### config.mk
export PLATFORM = sky130hd
export DESIGN_NAME = multicycle_ctrl
export DESIGN_NICKNAME = d
export VERILOG_FILES = /design/src/rtl/multicycle_ctrl.sv
export SDC_FILE = /design/constraint.sdc
export NUM_CORES = 1
export LEC_CHECK = 0
export BUFFER_PORTS_ARGS = -buffer_cell sky130_fd_sc_hd__buf_4
export CAP_MARGIN = 10
export CORE_ASPECT_RATIO = 1.1
export CORE_UTILIZATION = 30
export CTS_CLUSTER_SIZE = 8
export DETAILED_ROUTE_END_ITERATION = 10
export HOLD_SLACK_MARGIN = 0.08
export PLACE_DENSITY = 0.51
export SYNTH_ARGS = -nofsm -noshare
export SYNTH_HDL_FRONTEND = slang
export SYNTH_SLANG_ARGS = --single-unit
export TNS_END_PERCENT = 100
### constraint.sdc
create_clock -name clk -period 3.7 [get_ports clk]
set_input_delay 0.555 -clock clk [delete_from_list [all_inputs] [get_ports clk]]
set_output_delay 0.555 -clock clk [all_outputs]
set_load 0.02 [all_outputs]
### src/rtl/multicycle_ctrl.sv
// Multi-cycle RV32I sequencing controller.
// Steps each instruction through fetch / decode / execute / memory / writeback,
// shares one memory port between fetch and data accesses via req/ack, and
// produces the datapath write enables, a memory watchdog, halt status and a
// retired-instruction counter.
//
// state   | code | meaning
// --------+------+-----------------------------------------------------------
// IDLE    |  0   | post-reset bubble, moves to FETCH unconditionally
// FETCH   |  1   | instruction request outstanding, ir_we on ack
// DECODE  |  2   | classify opcode, trap SYSTEM / unknown opcodes to HALT
// EXECUTE |  3   | ALU step; branch/fence commit PC here
// MEM     |  4   | data request outstanding (load or store)
// WB      |  5   | register write-back and PC commit
// HALT    |  6   | absorbing until reset

module multicycle_ctrl #(
    parameter int MEM_TIMEOUT = 16,
    parameter int CNT_W       = 32
) (
    input  logic             clk,
    input  logic             rst,
    input  logic [6:0]       opcode,
    input  logic [4:0]       rd,
    input  logic             mem_ack,
    output logic             mem_req,
    output logic             mem_we,
    output logic             mem_fetch,
    output logic             ir_we,
    output logic             mdr_we,
    output logic             pc_we,
    output logic             rf_we,
    output logic [2:0]       state_o,
    output logic             halted,
    output logic             illegal,
    output logic             bus_err,
    output logic [CNT_W-1:0] instret
);

    typedef enum logic [2:0] {
        S_IDLE    = 3'd0,
        S_FETCH   = 3'd1,
        S_DECODE  = 3'd2,
        S_EXECUTE = 3'd3,
        S_MEM     = 3'd4,
        S_WB      = 3'd5,
        S_HALT    = 3'd6
    } state_t;

    localparam logic [6:0] OP_LOAD   = 7'b0000011;
    localparam logic [6:0] OP_STORE  = 7'b0100011;
    localparam logic [6:0] OP_BRANCH = 7'b1100011;
    localparam logic [6:0] OP_JAL    = 7'b1101111;
    localparam logic [6:0] OP_JALR   = 7'b1100111;
    localparam logic [6:0] OP_IMM    = 7'b0010011;
    localparam logic [6:0] OP_REG    = 7'b0110011;
    localparam logic [6:0] OP_LUI    = 7'b0110111;
    localparam logic [6:0] OP_AUIPC  = 7'b0010111;
    localparam logic [6:0] OP_FENCE  = 7'b0001111;
    localparam logic [6:0] OP_SYSTEM = 7'b1110011;

    // Wait counter only needs to reach MEM_TIMEOUT-1; it saturates there.
    localparam int WC_W = (MEM_TIMEOUT > 2) ? $clog2(MEM_TIMEOUT) : 1;
    localparam logic [WC_W-1:0] WAIT_LAST =
        (MEM_TIMEOUT == 0) ? '0 : WC_W'(MEM_TIMEOUT - 1);

    state_t          state;
    state_t          next_state;
    logic [WC_W-1:0] wait_cnt;
    logic            set_illegal;
    logic            set_bus_err;
    logic            mem_wait;
    logic            timeout;

    logic is_load;
    logic is_store;
    logic is_brf;
    logic is_system;
    logic is_legal;

    // Opcode classification; only consulted in states where the IR is stable.
    always_comb begin
        is_load   = (opcode == OP_LOAD);
        is_store  = (opcode == OP_STORE);
        is_brf    = (opcode == OP_BRANCH) || (opcode == OP_FENCE);
        is_system = (opcode == OP_SYSTEM);
        is_legal  = is_load || is_store || is_brf || is_system ||
                    (opcode == OP_JAL)   || (opcode == OP_JALR) ||
                    (opcode == OP_IMM)   || (opcode == OP_REG)  ||
                    (opcode == OP_LUI)   || (opcode == OP_AUIPC);
    end

    // Watchdog fires on the last permitted wait cycle if ack is still absent;
    // an ack in that same cycle takes precedence.
    always_comb begin
        mem_wait = mem_req && !mem_ack;
        timeout  = (MEM_TIMEOUT != 0) && mem_wait && (wait_cnt == WAIT_LAST);
    end

    // State register.
    always_ff @(posedge clk or negedge rst) begin
        if (!rst) begin
            state <= S_IDLE;
        end else begin
            state <= next_state;
        end
    end

    // Next-state logic and sticky-flag set conditions.
    always_comb begin
        next_state  = state;
        set_illegal = 1'b0;
        set_bus_err = 1'b0;
        case (state)
            S_IDLE: begin
                next_state = S_FETCH;
            end
            S_FETCH: begin
                if (mem_ack) begin
                    next_state = S_DECODE;
                end else if (timeout) begin
                    next_state  = S_HALT;
                    set_bus_err = 1'b1;
                end
            end
            S_DECODE: begin
                if (is_system) begin
                    next_state = S_HALT;
                end else if (!is_legal) begin
                    next_state  = S_HALT;
                    set_illegal = 1'b1;
                end else begin
                    next_state = S_EXECUTE;
                end
            end
            S_EXECUTE: begin
                if (is_load || is_store) begin
                    next_state = S_MEM;
                end else if (is_brf) begin
                    next_state = S_FETCH;
                end else begin
                    next_state = S_WB;
                end
            end
            S_MEM: begin
                if (mem_ack) begin
                    next_state = is_store ? S_FETCH : S_WB;
                end else if (timeout) begin
                    next_state  = S_HALT;
                    set_bus_err = 1'b1;
                end
            end
            S_WB: begin
                next_state = S_FETCH;
            end
            S_HALT: begin
                next_state = S_HALT;
            end
            default: begin
                next_state = S_IDLE;
            end
        endcase
    end

    // Output decode: request lines from state, enables qualified by ack/opcode.
    always_comb begin
        mem_req   = 1'b0;
        mem_we    = 1'b0;
        mem_fetch = 1'b0;
        ir_we     = 1'b0;
        mdr_we    = 1'b0;
        pc_we     = 1'b0;
        rf_we     = 1'b0;
        case (state)
            S_FETCH: begin
                mem_req   = 1'b1;
                mem_fetch = 1'b1;
                ir_we     = mem_ack;
            end
            S_EXECUTE: begin
                pc_we = is_brf;
            end
            S_MEM: begin
                mem_req = 1'b1;
                mem_we  = is_store;
                pc_we   = mem_ack && is_store;
                mdr_we  = mem_ack && !is_store;
            end
            S_WB: begin
                pc_we = 1'b1;
                rf_we = (rd != 5'd0);
            end
            default: begin
                mem_req = 1'b0;
            end
        endcase
    end

    always_comb begin
        state_o = state;
        halted  = (state == S_HALT);
    end

    // Wait counter restarts whenever the state changes (i.e. on entry to a
    // request state) and counts un-acked request cycles.
    always_ff @(posedge clk or negedge rst) begin
        if (!rst) begin
            wait_cnt <= '0;
        end else if (next_state != state) begin
            wait_cnt <= '0;
        end else if (mem_wait && (wait_cnt != WAIT_LAST)) begin
            wait_cnt <= wait_cnt + 1'b1;
        end
    end

    // Sticky halt-cause flags, cleared only by reset.
    always_ff @(posedge clk or negedge rst) begin
        if (!rst) begin
            illegal <= 1'b0;
            bus_err <= 1'b0;
        end else begin
            if (set_illegal) begin
                illegal <= 1'b1;
            end
            if (set_bus_err) begin
                bus_err <= 1'b1;
            end
        end
    end

    // Retired-instruction counter: one per PC commit, wraps naturally.
    always_ff @(posedge clk or negedge rst) begin
        if (!rst) begin
            instret <= '0;
        end else if (pc_we) begin
            instret <= instret + 1'b1;
        end
    end

endmodule

[Word-level counts from Yosys, hierarchy flattened]
Cells that the tools add are included.
W data, S select, Z words.
Word-level totals
  bits of input ports: 15
  bits in registers: 41
  logic and storage cells: 73
  output and inout bits: 45
Cells by class
  reduce and logical (&&, ||, !) cells: 22
  equal/unequal tests: 20
  $add $sub $neg: 2
  multiplexer cells: 24
Operators by type and width (number)
  $add A32 B1 Y32 const B: 1
  $eq A7 B7 Y1 const B: 4
  $mux W3: 8
  $eq A7 B6 Y1 const B: 3
  $pmux W3 S6: 1
  $eq A7 B5 Y1 const B: 2
  $mux W1: 12
  $logic_or A1 B1 Y1: 10
  $eq A3 B3 Y1 const B: 3
  $mux W4: 2
  $eq A7 B2 Y1 const B: 1
  $eq A7 B4 Y1 const B: 1
  $eq A3 B2 Y1 const B: 2
  $logic_and A1 B1 Y1: 5
  $reduce_bool A5 Y1: 1
  $add A4 B1 Y4 const B: 1
  $eq A4 B4 Y1 const B: 1
  $ne A4 B4 Y1 const B: 1
  $reduce_or A2 Y1: 2
  $eq A3 B1 Y1 const B: 1
  $logic_not A3 Y1: 1
  $ne A3 B3 Y1: 1
  $pmux W1 S3: 1
  $logic_not A1 Y1: 2
  $reduce_bool A2 Y1: 1

[Longest topological paths before layout]
  depth after elaboration: 15
  mapped depth: 8

[Worst setup path after synthesis]
OpenSTA, ideal clock, no wires.
  kind: register to register
  start: register state[2] (netlist: state_o[2])
  end: register wait_cnt[1]
  data required time: 3628 ps
  stages on the path, launching flop included: 8
  path slack: 1669 ps
  library setup time: 72 ps
  period minus slack after synthesis: 2031 ps
  arrival: 1959 ps
  path through: dfrtp_1 > buf_2 > nor3b_2 > nand2b_1 > o211a_1 > a2111oi_0 > o21ai_1 > nor2_1
Between the ends
  cells in the longest elaborated chain, start to end: 10
RTL lines
  start: declaration: RTL line 67  | state_t state;
  start signal: assignment: RTL line 105  | state <= next_state;
  $eq A3 B3 Y1 / $eq A3 B1 Y1 (equally long branches): RTL line 114, 174
  $reduce_or A2 Y1 (no source line)
  $mux W1: RTL line 174  | case (state)
  $logic_and A1 B1 Y1: RTL line 96  | mem_wait = mem_req && !mem_ack;
  $logic_and A1 B1 Y1: RTL line 97  | timeout = (MEM_TIMEOUT != 0) && mem_wait && (wait_cnt == WAIT_LAST);
  $mux W3: RTL line 121, 148
  $mux W3 (on tied branches): RTL line 146, 119
  $pmux W3 S6: RTL line 114  | case (state)
  $ne A3 B3 Y1: RTL line 209  | end else if (next_state != state) begin
  $mux W4 / $reduce_bool A2 Y1 (equally long branches)
  end signal: assignment: RTL line 212  | wait_cnt <= wait_cnt + 1'b1;
  end: declaration: RTL line 69  | logic [WC_W-1:0] wait_cnt;
Parallel ways exist; a longest one is shown, timed or not.
A chain may end at the register's enable or synchronous reset.

[Worst setup path in the final report]
  start: register state[0] (netlist: state_o[0])
  end: output port pc_we
Between the ends
  cells in the longest elaborated chain, start to end: 2
RTL lines
  $eq A3 B3 Y1 / $eq A3 B2 Y1 (equally long branches): RTL line 174
  $pmux W1 S3 *: RTL line 174
  end: declaration: RTL line 31  | output logic pc_we,
Every way passes the cells marked *; elsewhere a longest branch is shown, timed or not.

==> flow_metrics.py <==
metrics = {
    "outcome": {
        "status": "finished, final reports clean",
    },
    "setup_path": {
        "rrSetupSlack_ns": 1.29,
        "cp-end-kind": "output pin",
        "path_cells": "inv_2, or3_4, o22ai_2, buf_4",
        "startpoint_type": "flip-flop",
        "arrival_ns": 2.16,
        "slowest_delay_ns": 0.59,
        "r2r-end": "instret[20]$_DFFE_PN0P_",
        "required_ns": 3.14,
        "critPathSlowestCell": "dfrtp_1",
        "r2r_start": "state_o[0]$_DFF_PN0_",
        "ff2ff_path_depth": 6,
        "cp-endpoint": "pc_we",
        "critPathLaunch": "state_o[0]$_DFF_PN0_",
        "critPathKind": "flip-flop to output pin",
        "crit_fanout": 12,
    },
    "synthesis": {
        "synth.avg_cell_area_sq_um": 10.3,
        "synth_area_leaders": "dfrtp_1 (45%), xor2_1 (6.9%), xnor2_1 (6.5%)",
        "syn_area_sq_um": 2290,
        "ys_warn_count": 0,
        "ys_async_sr_fraction_pct": 100,
        "synth_edf_count": 0,
        "netlist_instances": 223,
        "ys_seq_elements": 41,
        "syn_nets": 240,
        "synth.distinct_cells": 52,
        "yosysMostFrequentCell": "dfrtp_1",
        "yosysSeqAreaShare_pct": 44.8,
        "synth_common_cells": "dfrtp_1 (41), nor2_1 (19), xor2_1 (18), xnor2_1 (17), nand2_1 (15)",
        "yosys.area.top_type_share_pct": 44.8,
        "synth_area_leader_cell": "dfrtp_1",
        "synth-main-ff-cell": "dfrtp_1",
    },
    "power_and_ir_drop": {
        "pwr-share-seq_pct": 39.6,
        "p_leak_uw": 0.00141,
        "p_clk_share_pct": 25.8,
        "p_switching_uw": 545,
        "p_int_uw": 933,
        "ir_drop_v": 0.000252,
        "power_density_nw_per_um2": 506,
        "switching_share_pct": 36.9,
        "p_comb_share_pct": 34.6,
    },
    "placed_design": {
        "gp_congestion": 0.840,
        "port_buffers": 59,
        "hpwl_mm": 3.69,
        "place_inst": 363,
    },
    "clock_tree": {
        "cts_buffers": 5,
        "cts_max_level": 2,
        "cts-root-buf": "clkbuf_8",
        "cts.repair.resized": 0,
        "clockBufferDepth": 2,
        "cts_tree": "yes",
        "hold_buffers": 0,
        "post_cts_buffers": 0,
        "cts.sinks": 41,
        "clkSlewWorstSetupHoldPaths_ns": 0.08,
        "clk-insertion-delay-late_ns": 0.30,
    },
    "cells_and_area": {
        "multi_input_area_sq_um": 1170,
        "drive_gt1_share_pct": 31.0,
        "antenna_cells": 0,
        "fill_cells": 761,
        "fin_cells": 371,
        "regArea_sq_um": 1030,
        "area_delta_synth_final_pct": 27.4,
        "fin_nets": 300,
    },
    "sta": {
        "tightestPinTransition_ns": 0.627,
        "max_freq_ghz": 0.368,
        "hold_viol": 0,
        "final-max-slew-violation-count": 0,
        "period_minus_slack_ns": 2.72,
        "skew_ns": 0.00872,
        "post-route-period-util_pct": 73.5,
        "tns_ns": 0,
        "final-setup-viol-count": 0,
        "rsz0062_at_grt": "no",
        "max_slew_margin_pct": 58.2,
    },
    "detailed_routing": {
        "vias": 1849,
        "wl_per_cell_microns": 13.7,
        "drc_errors": 0,
        "dr.first_iter.drc_count": 68,
        "viasPerCell": 4.98,
        "ant_nets": 0,
        "firstDrtPassIters": 4,
        "routed_wl_mm": 5.07,
    },
    "floorplan": {
        "core-area_sq_um": 7430,
        "start_util_pct": 30.8,
        "die_h_microns": 93.6,
        "rows": 33,
        "dieArea_sq_um": 7990,
        "die_w_microns": 85.3,
        "ioPinCount": 60,
    },
    "grt": {
        "grt_pass1_wl_mm": 8.47,
        "grt.met2_usage_pct": 20.9,
        "top_usage_layer": "met2",
        "grt_pass1_vias": 1746,
        "antenna_found_initial": 0,
        "grt-ovfl-total": 0,
        "use_met3_pct": 3.44,
        "grtUsageTotal_pct": 13.5,
        "grt_util_met1_pct": 18.4,
        "grt_max_degree": 42,
    },
    "run": {
        "max_cap_viol_count": 0,
    },
    "hold_path": {
        "min_path_type": "input port to asynchronous set/reset pin",
    },
}
==> layout make-up <==
type	instances	area share (%)
multi-input cells	163	40.1
flip-flops and latches	41	35.2
repair buffers	59	15.2
well taps	87	3.73
clock buffers	6	2.83
inverters	13	1.67
clock inverters	2	1.29
==> registers in the layout, indices dropped and copies added, names as in the netlist <==
name and count:
instret 32, wait_cnt 4, state_o 3, bus_err 1, illegal 1
==> worst min path at each step <==
stage	endpoint	slack, ns	cells after the start
floorplan	bus_err$_DFFE_PN0P_	0.26	0
global placement	illegal$_DFFE_PN0P_	0.45	1
detailed placement	bus_err$_DFFE_PN0P_	0.45	1
CTS	instret[30]$_DFFE_PN0P_	0.25	1
global route	instret[19]$_DFFE_PN0P_	0.27	1
finish	instret[16]$_DFFE_PN0P_	0.22	1
==> routing by layer <==
layer / vias up / routed length (microns)
met3: 5 / 275
met1: 892 / 2430
met5: - / 0
met4: 0 / 56
met2: 45 / 2310
li1: 907 / -
==> cell families after synthesis <==
family | after synthesis | share of synthesized area (%)
muxes | 2 | 0.929
DFF | 41 | 44.8
adders and majority gates | 2 | 1.09
and+or+nand+nor | 97 | 27.1
AOI/OAI and AO/OA | 27 | 8.63
buffers and inverters | 19 | 4.04
xor gates and xnor gates | 35 | 13.4
==> cells in the final DEF (no fill, tap or decap), types with 3 or more instances in the layout <==
cell type,n
buf_4,59
dfrtp_1,41
nor2_1,19
xor2_1,18
xnor2_1,17
nand2_1,15
inv_1,12
nand3_1,9
and3_1,7
nor3_1,7
nand4_1,7
nor3_2,7
clkbuf_8,6
o21ai_0,5
nor3b_2,3
a21oi_1,3
a21o_1,3
and2_1,3
and4_1,3
==> power groups by stage <==
| stage | clock, uW | combinational (uW) | sequential, uW |
|---|---|---|---|
| 6_report | 381 | 512 | 585 |
| 5_1_grt | 409 | 560 | 598 |
| 4_1_cts | 394 | 518 | 584 |
| 3_5_place_dp | 0 | 517 | 592 |
| 3_3_place_gp | 0 | 520 | 594 |
| 2_1_floorplan | 0 | 335 | 597 |
==> per-stage QoR <==
stage                     hold slack [ns]  util, %  cell area [sq um]  power [uW]  setup WS [ns]
final                               0.224     39.3               2920        1480          0.982
after global routing                0.266     39.3               2920        1570          0.828
after CTS                           0.249     39.3               2920        1500          0.955
after detailed placement            0.454     37.6               2800        1110           1.12
after global placement              0.447     37.6               2800        1110           1.14
after floorplan                     0.259        -               2290         932           1.67
==> worst max-delay path: cells and delay by family (launching register included) <==
family	cells	cell delay (ns)
AOI/OAI and AO/OA	1	0.52
and+or+nand+nor	1	0.36
buffers and inverters	2	0.40
DFF	1	0.59
Power figures use the tool's default switching activity.
